$ cat config.mk
export PLATFORM = sky130hd
export DESIGN_NAME = mult_share_ctrl
export DESIGN_NICKNAME = d
export VERILOG_FILES = /design/src/rtl/mult_share_ctrl.sv
export SDC_FILE = /design/constraint.sdc
export NUM_CORES = 1
export LEC_CHECK = 0
export BUFFER_PORTS_ARGS = -buffer_cell sky130_fd_sc_hd__buf_2
export CORE_ASPECT_RATIO = 0.8
export CORE_MARGIN = 3
export CORE_UTILIZATION = 50
export DETAILED_ROUTE_END_ITERATION = 10
export HOLD_SLACK_MARGIN = 0.02
export PLACE_DENSITY = 0.82
export SLEW_MARGIN = 20
export SYNTH_ARGS = -nofsm -noshare
export SYNTH_HDL_FRONTEND = slang
export SYNTH_SLANG_ARGS = --single-unit
export TNS_END_PERCENT = 50
$ cat constraint.sdc
create_clock -name clock_100Mhz -period 4.4 [get_ports clock_100Mhz]
set_input_delay 0.22 -clock clock_100Mhz [delete_from_list [all_inputs] [get_ports clock_100Mhz]]
set_output_delay 0.22 -clock clock_100Mhz [all_outputs]
set_load 0.005 [all_outputs]
$ cat src/rtl/mult_share_ctrl.sv
// Round-robin sequencer sharing one 4x4 multiplier between two requesters.
// Ports: clock_100Mhz, reset (async low), req/X/Y x2 in; gnt/done x2, Z, busy out.
module mult_share_ctrl #(
  parameter int unsigned MUL_CYCLES = 1
) (
  input  logic       clock_100Mhz,
  input  logic       reset,
  input  logic       req0,
  input  logic [3:0] X0,
  input  logic [3:0] Y0,
  input  logic       req1,
  input  logic [3:0] X1,
  input  logic [3:0] Y1,
  output logic       gnt0,
  output logic       gnt1,
  output logic       done0,
  output logic       done1,
  output logic [7:0] Z,
  output logic       busy
);

  typedef enum logic [1:0] {
    S_IDLE,
    S_MUL,
    S_DONE
  } state_e;

  localparam logic [3:0] CNT_LOAD = 4'(MUL_CYCLES - 1);

  state_e     state_q, state_d;
  logic       ptr_q, ptr_d;
  logic       own_q, own_d;
  logic [3:0] xa_q, xa_d;
  logic [3:0] ya_q, ya_d;
  logic [3:0] cnt_q, cnt_d;
  logic [7:0] z_q, z_d;
  logic       gnt0_q, gnt0_d;
  logic       gnt1_q, gnt1_d;
  logic       done0_q, done0_d;
  logic       done1_q, done1_d;
  logic       busy_q, busy_d;
  logic       win;

  always_comb begin
    state_d = state_q;
    ptr_d   = ptr_q;
    own_d   = own_q;
    xa_d    = xa_q;
    ya_d    = ya_q;
    cnt_d   = cnt_q;
    z_d     = z_q;
    win     = 1'b0;
    unique case (state_q)
      S_IDLE: begin
        if (req0 || req1) begin
          // Contention is settled by the pointer.
          if (req0 && req1) begin
            win = ptr_q;
          end else begin
            win = req1;
          end
          own_d   = win;
          xa_d    = win ? X1 : X0;
          ya_d    = win ? Y1 : Y0;
          cnt_d   = CNT_LOAD;
          state_d = S_MUL;
        end
      end
      S_MUL: begin
        if (cnt_q != 4'd0) begin
          cnt_d = cnt_q - 4'd1;
        end else begin
          z_d     = 8'(xa_q) * 8'(ya_q);
          state_d = S_DONE;
        end
      end
      S_DONE: begin
        ptr_d   = ~own_q;
        state_d = S_IDLE;
      end
      default: begin
        state_d = S_IDLE;
      end
    endcase
  end

  // Outputs are registered from the next-state view so they
  // line up with the state they describe.
  always_comb begin
    busy_d  = (state_d != S_IDLE);
    gnt0_d  = busy_d && !own_d;
    gnt1_d  = busy_d && own_d;
    done0_d = (state_d == S_DONE) && !own_d;
    done1_d = (state_d == S_DONE) && own_d;
  end

  always_ff @(posedge clock_100Mhz or negedge reset) begin
    if (!reset) begin
      state_q <= S_IDLE;
      ptr_q   <= 1'b0;
      own_q   <= 1'b0;
      xa_q    <= 4'd0;
      ya_q    <= 4'd0;
      cnt_q   <= 4'd0;
      z_q     <= 8'h00;
      gnt0_q  <= 1'b0;
      gnt1_q  <= 1'b0;
      done0_q <= 1'b0;
      done1_q <= 1'b0;
      busy_q  <= 1'b0;
    end else begin
      state_q <= state_d;
      ptr_q   <= ptr_d;
      own_q   <= own_d;
      xa_q    <= xa_d;
      ya_q    <= ya_d;
      cnt_q   <= cnt_d;
      z_q     <= z_d;
      gnt0_q  <= gnt0_d;
      gnt1_q  <= gnt1_d;
      done0_q <= done0_d;
      done1_q <= done1_d;
      busy_q  <= busy_d;
    end
  end

  assign gnt0  = gnt0_q;
  assign gnt1  = gnt1_q;
  assign done0 = done0_q;
  assign done1 = done1_q;
  assign Z     = z_q;
  assign busy  = busy_q;

endmodule
Word-level counts from Yosys, hierarchy flattened
Index checks and enable logic that the tools add are counted.
{ "classes": {"addsub": 1, "mul": 1, "div": 0, "order_cmp": 0, "n_eq_ne": 5, "shifts": 0, "n_mux": 13, "bitwise": 2, "n_reduce_logical": 14} }
{ "op_table": {"columns": ["operator", "n"], "rows": [
  ["$mux W4", 4],
  ["$mul A4 B4 Y8", 1],
  ["$pmux W4 S2", 1],
  ["$logic_and A1 B1 Y1", 5],
  ["$mux W1", 5],
  ["$eq A2 B2 Y1 const B", 2],
  ["$mux W2", 2],
  ["$ne A2 B2 Y1 const B", 2],
  ["$pmux W2 S2", 1],
  ["$reduce_and A2 Y1", 2],
  ["$reduce_bool A2 Y1", 2],
  ["$reduce_bool A4 Y1", 1],
  ["$sub A4 B1 Y4 const B", 1],
  ["$reduce_and A3 Y1", 1],
  ["$eq A2 B1 Y1 const B", 1],
  ["$logic_not A2 Y1", 1],
  ["$not A1 Y1", 2],
  ["$logic_not A1 Y1", 1],
  ["$logic_or A1 B1 Y1", 1]
]} }
{ "totals": {"ff_bits": 29, "latch_bits": 0, "ram_bits": 0, "romBits": 0, "in_bits": 20, "out_inout_bits": 13, "mem_count": 0} }

Longest topological paths before layout
Gate-level depths: netlist of run 1.
{ "logic_depth": {"ltp_word": 8, "mapped_depth": 9, "ltp_nobuf": 9} }

Worst setup path before layout of run 1
Ideal clock, no wire load.
{ "synth_path": {"kind": "register to register", "start": "register xa_q[0]", "end": "register z_q[6], in the netlist Z[6]", "setup_ns": 0.119, "arrival_time_ns": 2.564, "required_time_ns": 4.281, "setup_slack_ns": 1.717, "path_stages_with_launch": 10, "path_cell_list": "dfrtp_1 -> nand2_1 -> fa_1 -> inv_1 -> fa_1 -> fa_1 -> a21o_1 -> a21oi_1 -> xor2_1 -> o21ai_2"} }
{ "synth_between": {"elab_chain_len": 1} }
{ "synth_lines": {"columns": ["item", "line_no", "rtl"], "rows": [
  ["from (decl)", "33", "logic [3:0] xa_q, xa_d;"],
  ["from (signal assigned)", "102", "xa_q <= 4'd0;"],
  ["from (signal assigned)", "115", "xa_q <= xa_d;"],
  ["$mul A4 B4 Y8", "73", "z_d = 8'(xa_q) * 8'(ya_q);"],
  ["to (signal assigned)", "118", "z_q <= z_d;"],
  ["to (decl)", "36", "logic [7:0] z_q, z_d;"]
]} }
Every way passes these cells.
A chain may end at the register's enable or synchronous reset.

Worst setup path in the final report of run 1
Ends and elaborated chain as after synthesis.

==> impl_metrics.tcl, run 1 <==
set metrics [dict create \
    status "completed" \
    rr_endpoint "Z[6]" \
    antenna_cells 0 \
    io_buffers 32 \
    min_period_ps 2847 \
    synth-seq-cells 29 \
    die_h_um 57.66 \
    hold_viol 0 \
    fill_cells 267 \
    ir_drop_uv 282.3 \
    max_freq_mhz 351.2 \
    r2r_cells 9 \
    synth_top_family_by_area "simple AND/OR/NAND/NOR gates" \
    skew_ps 5.963 \
    crit_chain "nand2_1 > fa_1 > inv_1 > fa_1 > fa_1 > a21o_1 > a21oi_1 > xor2_1 > o21ai_2" \
    max_slew_margin_pct 53.51 \
    fin_tns_setup_ps 0 \
    critPathBufInv 1 \
    cts.clk_slew.worst_paths_ps 60 \
    area_delta_synth_final_pct 18.15 \
    grt_max_degree 30 \
    cts.path.max_buffers 2 \
    antenna_left 0 \
    synthAdderAreaFrac_pct 15.30 \
    critPathArrivalTime_ps 3010 \
    grt_first_pass_wirelength_um 5802 \
    yosysWarnings 0 \
    start_kind "register" \
    period_share_pct 64.72 \
    core_area_um2 3131 \
    final_nets 235 \
    finalNonFillerCells 237 \
    grt_overflow_total 0 \
    synth_cells 160 \
    fp-row-count 18 \
    required_ps 4560 \
    avgViaCountPerCell 5.131 \
    layout_common_cells "32 x buf_2, 29 x dfrtp_1, 26 x nand2_1" \
    cts-root-buf "clkbuf_8" \
    crit_start "xa_q[0]" \
    antenna_found_initial 0 \
    slowest_stage "fa_1" \
    dp_cells 229 \
    worst-path-stages 9 \
    vias 1216 \
    cpMostUsedCell "fa_1" \
    yosys.area_share.simple_pct 20.03 \
    layout_commonest_cell "buf_2" \
    worst_pin_slew_ps 697.3 \
    power_density_nw_per_um2 701.9 \
    cts_tree "done" \
    insertion_delay_ps 280 \
    timing.rr.start "xa_q[0]" \
    io_pins 33 \
    worstSetupPathType "register to register" \
    maxCapViolCount 0 \
    grt_use_total_pct 18.42 \
    drc 0 \
    cts_htree_levels 2 \
    endpoint "Z[6]" \
    drt_iter0_markers 39 \
    initial_core_util_pct 53.28 \
    setup_viol 0 \
    syn_nets 198 \
    drt_first_pass_iters 4 \
    synth_cell_types 32 \
    synth-main-ff-cell "dfrtp_1" \
    synth_area_um2 1668 \
    reg2reg_slack_ps 1550 \
    max_stage_delay_ps 540 \
    rsz0062_at_grt "false" \
    drive_gt1_share_pct 27.41 \
    synth.area.mux_share_pct 5.701 \
    numCtsBuffers 5 \
    cts_resized 0 \
    hp-class "input port to register" \
    grt_pass1_vias 1319 \
    hpwl_um 2496 \
    routed_wl_um 3097 \
    setup_ws_ps 1553 \
    placed_area_um2 1857 \
    yosysSeqAreaShare_pct 43.51 \
    die_x_um 70.57 \
    crit_path_end_kind "register" \
    postSynthAreaPerCell_um2 10.42 \
    crit_family "adder cells" \
    finalWeightedCongestion 0.8516 \
    die_area_um2 4069 \
    synth-xor-area-share_pct 2.626 \
    cts_sinks 29 \
    final_area_um2 1971 \
    avgRoutedWirePerCell_um 13.07 \
    synth_edf_count 0 \
    leakage_uw 0.001067 \
    synth_compound_area_share_pct 9.977 \
    slew_violations 0 \
    dp_slack_ps 1566 \
    synthArstFlopShare_pct 100.0 \
    crit_fanout 5 \
]
cell type report:
| type | count | area (µm²) | area share, % |
|---|---|---|---|
| Clock buffer | 5 | 68.82 | 3.492 |
| Clock inverter | 2 | 35.03 | 1.778 |
| Inverter | 7 | 26.28 | 1.333 |
| Multi-Input combinational cell | 121 | 894.6 | 45.40 |
| Sequential cell | 29 | 725.7 | 36.83 |
| Tap cell | 40 | 50.05 | 2.540 |
| Timing Repair Buffer | 33 | 170.2 | 8.635 |
power breakdown:
part / internal (µW) / switching, µW
logic: 297 / 358
clock network: 164 / 94.8
registers: 380 / 88.5
repair_timing:
action,in CTS,in global routing
setup buffers,0,0
endpoints found under the hold margin,29,0
hold buffers,1,0
metrics by stage:
step	total power, µW	util [%]	hold slack [ps]
global placement	1082	59.31	262.3
global route	1522	62.95	224.8
CTS	1399	62.95	210.9
floorplan	956.7	-	-75.59
detailed placement	1129	59.31	268.9
finish	1383	62.95	210.1
routing by layer:
layer | wire (µm) | share of wire (%) | track usage [%]
met2 | 1440 | 46 | 29.60
met5 | 0 | 0 | 0
met3 | 262 | 8.5 | 6.759
met1 | 1349 | 44 | 22.94
met4 | 45 | 1.5 | 7.239
Yosys cell counts, drive strengths merged (4+ instances only):
master | instances | area, µm²
o21ai | 15 | 93.85
inv | 7 | 26.27
nand3 | 4 | 20.02
dfrtp | 29 | 725.7
ha | 14 | 175.2
and2 | 16 | 100.1
nor2 | 4 | 17.52
fa | 4 | 80.08
a21oi | 5 | 25.02
mux2i | 8 | 80.08
nand2 | 30 | 122.6
state kept, by name (all words and copies together) (netlist names):
name and count:
cnt_q 4, Z 8, done0 1, state_q 2, xa_q 4, busy 1
done1 1, ptr_q 1, own_q 1, gnt0 1, ya_q 4, gnt1 1
cell families after synthesis:
group                    count (synthesis)
AO/OA/AOI/OAI                           25
XOR/XNOR                                 5
adder cells (fa/ha/maj)                 18
buffers and inverters                   10
flip-flops                              29
multiplexers                             9
AND/OR/NAND/NOR                         64
worst min-delay path by stage:
stage / from / endpoint / slack, ps / depth (start not counted)
floorplan: reset / Z[0] / -80 / 0
global route: X1[1] / xa_q[1] / 220 / 3
detailed placement: reset / busy / 270 / 1
finish: Y1[0] / ya_q[0] / 210 / 3
CTS: Y1[0] / ya_q[0] / 210 / 3
global placement: reset / done1 / 260 / 1
worst min-delay path, cell delays in order:
cell and delay [ps]:
buf_2 70, mux2i_1 50, o21ai_1 100
Note: power is estimated with default switching activity, not from simulation.
==> run 2: changes to the inputs <==
clock period = 2.75 ns   (was 4.4 ns; I/O delays follow)
==> impl_metrics.tcl, run 2 (synthesized netlist as in run 1, its figures left out) <==
set metrics [dict create \
    multi_input_area_um2 899.6 \
    drc 0 \
    r2r_cells 10 \
    cts-root-buf "clkbuf_8" \
    worst_pin_slew_ps 728.1 \
    io_pins 33 \
    routed_wl_um 3222 \
    final_nets 242 \
    initial_core_util_pct 53.28 \
    cts.path.max_buffers 2 \
    critPathBufInv 1 \
    skew_ps 4.493 \
    max_freq_mhz 381.7 \
    grt_overflow_total 0 \
    antenna_cells 0 \
    drive_gt1_share_pct 31.22 \
    dp_cells 234 \
    layout_common_cells "32 x buf_2, 29 x dfrtp_1, 26 x nand2_1" \
    avgRoutedWirePerCell_um 13.15 \
    required_ps 2920 \
    max_slew_margin_pct 51.45 \
    start_kind "register" \
    cpMostUsedCell "ha_1" \
    hp-class "input port to register" \
    finalWeightedCongestion 0.7885 \
    grt_pass1_vias 1249 \
    power_density_nw_per_um2 1119 \
    crit_chain "buf_4 > and2_1 > ha_1 > ha_1 > ha_1 > fa_2 > a21o_1 > a21oi_1 > xor2_1 > o21ai_2" \
    regArea_um2 725.7 \
    final_area_um2 2026 \
    cts.clk_slew.worst_paths_ps 60 \
    io_buffers 32 \
    drt_first_pass_iters 6 \
    period_share_pct 95.28 \
    finalNonFillerCells 245 \
    critPathArrivalTime_ps 2790 \
    slew_violations 0 \
    fp-row-count 18 \
    grt_use_total_pct 18.31 \
    antenna_found_initial 0 \
    placed_area_um2 1894 \
    layout_commonest_cell "buf_2" \
    numCtsBuffers 5 \
    rsz0062_at_grt "false" \
    die_x_um 70.57 \
    cts_tree "done" \
    insertion_delay_ps 280 \
    area_delta_synth_final_pct 21.46 \
    whs_path_depth 3 \
    setup_viol 0 \
    crit_fanout 4 \
    fin_tns_setup_ps 0 \
    dp_slack_ps 12.27 \
    hpwl_um 2485 \
    antenna_left 0 \
    cts_sinks 29 \
    status "completed" \
    worstSetupPathType "register to register" \
    reg2reg_slack_ps 130 \
    fill_cells 246 \
    die_h_um 57.66 \
    leakage_uw 0.001097 \
    grt_max_degree 30 \
    largest_reg_flops 8 \
    worst-path-stages 10 \
    cts_htree_levels 2 \
    crit_family "adder cells" \
    max_stage_delay_ps 410 \
    core_area_um2 3131 \
    ir_drop_uv 459.3 \
    min_period_ps 2620 \
    die_area_um2 4069 \
    avgViaCountPerCell 5.041 \
    crit_path_end_kind "register" \
    setup_ws_ps 129.8 \
    maxCapViolCount 0 \
    vias 1235 \
    hold_viol 0 \
    slowest_stage "fa_2" \
    grt_first_pass_wirelength_um 5651 \
    drt_iter0_markers 54 \
]
run 2: per-layer routing:
layer	routed length (µm)	track usage (%)	share of wire [%]	vias up
li1	-	-	-	629
met1	1388	22.29	43	557
met2	1551	30.93	48	43
met3	226	5.026	7.0	6
met4	56	8.043	1.7	0
met5	0	0	0	-
run 2: final cells by class:
| class | count | share of cell area (%) |
|---|---|---|
| Multi-Input combinational cell | 121 | 44.41 |
| Clock buffer | 7 | 4.756 |
| Sequential cell | 29 | 35.82 |
| Tap cell | 40 | 2.471 |
| Timing Repair Buffer | 40 | 10.99 |
| Inverter | 7 | 1.297 |
| Clock inverter | 1 | 0.2471 |
run 2: path summary, 6_finish.rpt:
kind | startpoint | endpoint
max | xa_q[1] | Z[6]
min | Y1[0] | ya_q[0]
max reg2reg | xa_q[1] | Z[6]
min reg2reg | Z[3] | Z[3]
max in group asynchronous | reset | xa_q[3]
min in group asynchronous | reset | gnt0
run 2: per-stage QoR:
step	power, µW	utilization, %	hold slack (ps)
after global routing	2493	64.71	145.2
after CTS	2261	64.15	128.6
after detailed placement	1860	60.51	190.2
after global placement	1783	60.51	174.7
after floorplan	1531	-	-158.1
final	2267	64.71	127.3
run 2: report_power, final:
part / leakage (µW) / switching [µW] / internal, µW
registers: 0.000366 / 123 / 608
clock network: 0.0000542 / 150 / 225
logic: 0.000676 / 620 / 541
total: 0.00110 / 893 / 1370
run 2: worst reg2reg max path, delay by kind of cell, from the launching register on:
kind | cells | cell delay, ps
adder cells (fa/ha/maj) | 4 | 1230
AO/OA/AOI/OAI | 3 | 400
flip-flops | 1 | 380
XOR/XNOR | 1 | 190
AND/OR/NAND/NOR | 1 | 160
buffers and inverters | 1 | 150
run 2: repair_timing:
item / in CTS / in global routing
hold buffers: 1 / 0
endpoints found under the hold margin: 29 / 0
setup buffers: 0 / 2
pin swaps: 0 / 2
endpoints found under the setup margin: 1 / 2
resized for setup: 1 / 1
